[src/rtl/lsu_bus_ctrl.sv]
// lsu_bus_ctrl: RV32I load/store requests to a byte-masked data-memory bus.
// Define LSU_TIMEOUT_EN to abort loads whose read data never arrives.

module lsu_bus_ctrl #(
   parameter int TIMEOUT_CYCLES = 16,
   parameter int TO_W           = 5
) (
   input  logic        clk,
   input  logic        rst_n,
   input  logic        req_valid,
   input  logic        req_we,
   input  logic [2:0]  req_funct3,
   input  logic [31:0] req_addr,
   input  logic [31:0] req_wdata,
   output logic        stall,
   output logic        rsp_valid,
   output logic [31:0] rsp_rdata,
   output logic        rsp_err,
   output logic        bus_cs,
   output logic        bus_rd_wr_en,
   output logic [31:0] bus_addr,
   output logic [3:0]  bus_mask,
   output logic [31:0] bus_wdata,
   input  logic [31:0] bus_rdata,
   input  logic        bus_valid
);

   typedef enum logic [1:0] {
      IDLE  = 2'd0,
      ISSUE = 2'd1,
      WAIT  = 2'd2,
      RESP  = 2'd3
   } state_t;

   // The counter must be able to hold the limit value itself
   if ((2 ** TO_W) <= TIMEOUT_CYCLES) begin : g_bad_timeout_cfg
      $error("lsu_bus_ctrl: TO_W too narrow for TIMEOUT_CYCLES");
   end

   // Returns {illegal_or_misaligned, byte_mask}
   function automatic logic [4:0] decode_req(input logic we, input logic [2:0] f3,
                                             input logic [1:0] a);
      logic       bad;
      logic [3:0] mask;
      if (we) begin
         bad = (f3 >= 3'd3);
      end else begin
         bad = (f3 == 3'd3) || (f3 == 3'd6) || (f3 == 3'd7);
      end
      case (f3[1:0])
         2'b00:   mask = 4'b0001 << a;
         2'b01: begin
            mask = 4'b0011 << a;
            bad  = bad | a[0];
         end
         2'b10: begin
            mask = 4'b1111;
            bad  = bad | (a != 2'b00);
         end
         default: begin
            mask = 4'b0000;
            bad  = 1'b1;
         end
      endcase
      return {bad, mask};
   endfunction

   function automatic logic [31:0] align_wdata(input logic [1:0] size, input logic [31:0] w);
      case (size)
         2'b00:   return {4{w[7:0]}};
         2'b01:   return {2{w[15:0]}};
         default: return w;
      endcase
   endfunction

   function automatic logic [31:0] extend_load(input logic [2:0] f3, input logic [31:0] raw);
      case (f3)
         3'b000:  return {{24{raw[7]}}, raw[7:0]};
         3'b001:  return {{16{raw[15]}}, raw[15:0]};
         3'b100:  return {24'h000000, raw[7:0]};
         3'b101:  return {16'h0000, raw[15:0]};
         default: return raw;
      endcase
   endfunction

   state_t      state_r, state_s;
   logic [31:0] addr_r, addr_s;
   logic        we_r, we_s;
   logic [2:0]  funct3_r, funct3_s;
   logic [3:0]  mask_r, mask_s;
   logic [31:0] wdata_r, wdata_s;
   logic [31:0] rdata_r, rdata_s;
   logic        err_r, err_s;
   logic [4:0]  dec_s;
   logic [31:0] load_data_s;
`ifdef LSU_TIMEOUT_EN
   logic [TO_W-1:0] to_cnt_r, to_cnt_s;
`endif

   assign dec_s       = decode_req(req_we, req_funct3, req_addr[1:0]);
   assign load_data_s = extend_load(funct3_r, bus_rdata >> {addr_r[1:0], 3'b000});

   // State and latched-request registers
   always_ff @(posedge clk or negedge rst_n) begin
      if (!rst_n) begin
         state_r  <= IDLE;
         addr_r   <= 32'h0000_0000;
         we_r     <= 1'b0;
         funct3_r <= 3'b000;
         mask_r   <= 4'b0000;
         wdata_r  <= 32'h0000_0000;
         rdata_r  <= 32'h0000_0000;
         err_r    <= 1'b0;
`ifdef LSU_TIMEOUT_EN
         to_cnt_r <= '0;
`endif
      end else begin
         state_r  <= state_s;
         addr_r   <= addr_s;
         we_r     <= we_s;
         funct3_r <= funct3_s;
         mask_r   <= mask_s;
         wdata_r  <= wdata_s;
         rdata_r  <= rdata_s;
         err_r    <= err_s;
`ifdef LSU_TIMEOUT_EN
         to_cnt_r <= to_cnt_s;
`endif
      end
   end

   // Next-state and register-update logic
   always_comb begin
      state_s  = state_r;
      addr_s   = addr_r;
      we_s     = we_r;
      funct3_s = funct3_r;
      mask_s   = mask_r;
      wdata_s  = wdata_r;
      rdata_s  = rdata_r;
      err_s    = err_r;
`ifdef LSU_TIMEOUT_EN
      to_cnt_s = to_cnt_r;
`endif
      case (state_r)
         IDLE: begin
            if (req_valid) begin
               addr_s   = req_addr;
               we_s     = req_we;
               funct3_s = req_funct3;
               mask_s   = dec_s[3:0];
               wdata_s  = align_wdata(req_funct3[1:0], req_wdata);
               if (dec_s[4]) begin
                  // Rejected requests never reach the bus
                  state_s = RESP;
                  rdata_s = 32'h0000_0000;
                  err_s   = 1'b1;
               end else begin
                  state_s = ISSUE;
               end
            end else begin
               state_s = IDLE;
            end
         end
         ISSUE: begin
            if (we_r) begin
               state_s = RESP;
               rdata_s = 32'h0000_0000;
               err_s   = 1'b0;
            end else begin
               state_s = WAIT;
`ifdef LSU_TIMEOUT_EN
               to_cnt_s = '0;
`endif
            end
         end
         WAIT: begin
            if (bus_valid) begin
               state_s = RESP;
               rdata_s = load_data_s;
               err_s   = 1'b0;
            end else begin
`ifdef LSU_TIMEOUT_EN
               to_cnt_s = to_cnt_r + TO_W'(1);
               if (to_cnt_s == TO_W'(TIMEOUT_CYCLES)) begin
                  state_s = RESP;
                  rdata_s = 32'h0000_0000;
                  err_s   = 1'b1;
               end else begin
                  state_s = WAIT;
               end
`else
               state_s = WAIT;
`endif
            end
         end
         RESP:    state_s = IDLE;
         default: state_s = IDLE;
      endcase
   end

   assign stall        = ((state_r == IDLE) && req_valid) || (state_r == ISSUE) || (state_r == WAIT);
   assign rsp_valid    = (state_r == RESP);
   assign rsp_rdata    = rdata_r;
   assign rsp_err      = err_r;
   assign bus_cs       = (state_r == ISSUE);
   assign bus_rd_wr_en = we_r;
   assign bus_addr     = addr_r;
   assign bus_mask     = mask_r;
   assign bus_wdata    = wdata_r;

endmodule

[config.mk]
export PLATFORM = sky130hd
export DESIGN_NAME = lsu_bus_ctrl
export DESIGN_NICKNAME = d
export VERILOG_FILES = /design/src/rtl/lsu_bus_ctrl.sv
export SDC_FILE = /design/constraint.sdc
export NUM_CORES = 1
export LEC_CHECK = 0
export ABC_AREA = 1
export CELL_PAD_IN_SITES_DETAIL_PLACEMENT = 0
export CELL_PAD_IN_SITES_GLOBAL_PLACEMENT = 2
export CORE_UTILIZATION = 22
export DETAILED_ROUTE_END_ITERATION = 10
export GPL_ROUTABILITY_DRIVEN = 0
export PLACE_DENSITY = 0.77
export SKIP_LAST_GASP = 1
export SYNTH_ARGS = -nofsm -noshare
export SYNTH_HDL_FRONTEND = slang
export SYNTH_SLANG_ARGS = --single-unit
[constraint.sdc]
create_clock -name clk -period 1.5 [get_ports clk]
set_input_delay 0.3 -clock clk [delete_from_list [all_inputs] [get_ports clk]]
set_output_delay 0.3 -clock clk [all_outputs]
set_load 0.005 [all_outputs]
==> impl_metrics.yaml <==
cts:
  ctsRootBufferMaster: "clkbuf_16"
  clk_pin_slew_ps: 80
  clock_path_buffers: 2
  h-tree-depth: 3
  clock_sinks: 107
  clk_latency_ps: 370
  cts_tree: "yes"
  cts_made_buffers: 9
synthesis:
  syn_area_um2: 5480
  yosys-top-cells-area: "dfrtp_1 49%, nand2_1 20%, nand3_1 4.1%"
  synthArstFlopShare_pct: 100
  synth_cells: 688
  synth-seq-cells: 107
  avgSynthCellArea_um2: 7.97
  ys.flop_type: "dfrtp_1"
  synthMuxAreaShare_pct: 0
  synth_edf_count: 0
  synth_fp_nets: 802
  ys_seq_area_share_pct: 48.8
  synth_cell_types: 31
  synth_fa_ha_area_share_pct: 2.28
  yosys.area.top_type: "dfrtp_1"
  yosysWarnings: 0
  synth_top_family_by_area: "simple AND/OR/NAND/NOR gates"
  yosys.area.top_type_share_pct: 48.8
  synth_compound_area_share_pct: 13.8
  synth-xor-area-share_pct: 0
  yosys.area_share.simple_pct: 27.7
route:
  postRouteAntennaNets: 0
  viasPerCell: 4.37
  wl_mm: 21.2
  drt_iter0_markers: 205
  drt_pass1_iterations: 4
  drt-wirelength-per-cell_um: 16.3
  num_vias: 5699
  remaining_drc_errors: 0
critical_path:
  crit_path_end_kind: "output port"
  slowest_delay_ps: 400
  start_kind: "register"
  critPathRequiredTime_ps: 1200
  crit_start: "state_r[0]$_DFF_PN0_"
  critical_path_depth: 6
  worst_r2r_startpoint: "state_r[0]$_DFF_PN0_"
  crit_family: "buffers and inverters"
  cpMostUsedCell: "buf_6"
  crit_path_cell_trace: "buf_6, ha_4, inv_2, buf_4, nand3_2, buf_6"
  worst-r2r-cell-count: 10
  cp_max_fo: 2
  worstSetupPathType: "reg2out"
  arrival_ps: 1450
  crit_slowest_cell: "dfrtp_1"
  crit_buf_inv: 4
cells_and_area:
  nets: 1090
  num_antenna_cells: 0
  drive_gt1_share_pct: 27.2
  syn_to_final_growth_pct: 78.5
  fin_area_um2: 9790
  instances_no_fill: 1305
pwr:
  intPower_mw: 11.1
  seqPwrFrac_pct: 25.8
  p_leak_nw: 4.87
  p_switching_mw: 7.67
  power_mw: 18.8
  p_clk_share_pct: 13.3
  p_comb_share_pct: 61.0
  switching_share_pct: 40.9
  vdd_ir_drop_max_uv: 702
  power.density_nw_per_um2: 1920
sta:
  relSlewSlack_pct: 73.6
  slew_viol_final: 0
  hold_viol: 0
  period_needed_ps: 1750
  finalCritPeriodShare_pct: 117
  worst-slew-pin-transition_ps: 396
  max_freq_ghz: 0.571
  rsz0062_at_grt: "yes"
  finalSetupViolations: 89
  fin_worst_skew_ps: 15.3
  fin_ws_ps: -250
place:
  post_dp_cell_area_um2: 8320
  dp.cells: 1234
  place_hpwl_mm: 13.8
  dp_worst_setup_slack_ps: -727
  placement.io_buffers: 208
grt:
  grt.total_usage_pct: 16.0
  overflow: 0
  grt_pass1_vias: 5625
  grt_max_degree: 65
  grt_pass1_wl_mm: 31.8
  grt_antenna_before_repair: 1
run_status:
  violations: "negative setup slack"
  status: "finished, violations left"
floorplanning:
  die_w_um: 160
  core_area_um2: 24400
  initial_utilization_pct: 22.5
  io_pins: 209
  die_h_um: 160
  rows: 57
  dieArea_um2: 25600
job:
  cap_violations: 0
hold_path:
  hold_class: "in2async"
-- timing repair --
action,in CTS,in global routing
gates resized for setup,181,105
pin swaps,6,12
setup buffers,35,6
hold buffers,1,0
hold endpoints to repair,54,0
gates cloned,8,9
setup endpoints to repair,209,107
-- area by class of cell --
type / instances / area (µm²)
clock buffer: 10 / 239
clock inverter: 6 / 62.6
fill: 2557 / 14600
inverter: 30 / 161
multi-input combinational: 507 / 2890
sequential: 107 / 2680
tap: 324 / 405
timing repair buffer: 321 / 3350
-- power groups by stage --
stage               clock network (mW)  logic [mW]  registers, mW
finish                            2.49        11.4           4.83
global route                      2.67        12.5           4.99
CTS                               2.57        10.4           4.76
detailed placement                   0        8.96           4.86
global placement                     0        8.90           4.87
floorplan                            0        4.56           4.83
-- registers in the layout, summed over array words and instances, names as in the netlist --
register,cells
bus_addr,32
bus_mask,4
bus_rd_wr_en,1
bus_wdata,32
funct3_r,3
rsp_err,1
rsp_rdata,32
state_r,2
-- Yosys cell counts, types with 9 or more instances --
| cell type | number |
|---|---|
| buf_6 | 9 |
| clkbuf_1 | 13 |
| a21oi_1 | 40 |
| o21ai_0 | 11 |
| buf_2 | 18 |
| ha_1 | 10 |
| dfrtp_1 | 107 |
| inv_1 | 22 |
| nand2_1 | 290 |
| nor2_1 | 15 |
| nand3_1 | 45 |
| o21ai_1 | 42 |
| nand2_2 | 10 |
| o21ai_2 | 20 |
-- per-layer routing --
metal / wire length, µm / GRT usage (%) / up-vias
met2: 10200 / 26.2 / 180
met4: 158 / 3.12 / 2
li1: - / - / 2803
met3: 1620 / 5.06 / 11
met1: 9200 / 20.7 / 2703
met5: 13 / 0 / -
-- path summary, 6_finish.rpt --
| kind | endpoint | slack, ps |
|---|---|---|
| max | stall | -250 |
| min | rsp_rdata[5]$_DFFE_PN0P_ | 290 |
| max reg2reg | rsp_rdata[18]$_DFFE_PN0P_ | -160 |
| min reg2reg | bus_addr[12]$_DFFE_PN0P_ | 480 |
| max in group asynchronous | bus_addr[16]$_DFFE_PN0P_ | 650 |
| min in group clk | bus_addr[7]$_DFFE_PN0P_ | 450 |
-- layout by cell type, fill, tap and decap left out, drive strengths merged, types with 6 or more instances in the layout --
cell	n
a21oi	40
a31oi	7
buf	108
clkbuf	18
clkdlybuf4s50	100
clkinv	6
dfrtp	107
dlygate4sd2	104
ha	10
inv	30
nand2	301
nand3	48
nor2	17
o211ai	7
o21ai	73
-- stage by stage --
| stage | utilization, % | hold slack, ps | setup TNS, ps |
|---|---|---|---|
| 2_1_floorplan | - | 4.41 | -1550 |
| 3_3_place_gp | 34.1 | 106 | -44830 |
| 3_5_place_dp | 34.1 | 105 | -47790 |
| 4_1_cts | 37.9 | 276 | -9180 |
| 5_1_grt | 40.1 | 281 | -17490 |
| 6_report | 40.1 | 287 | -9760 |
-- cells by family after synthesis --
family,Yosys count
adder cells (fa/ha/maj),10
flip-flops,107
AND/OR/NAND/NOR,367
AO/OA/AOI/OAI,130
buffers and inverters,74
Note: power is estimated with default switching activity, not from simulation.
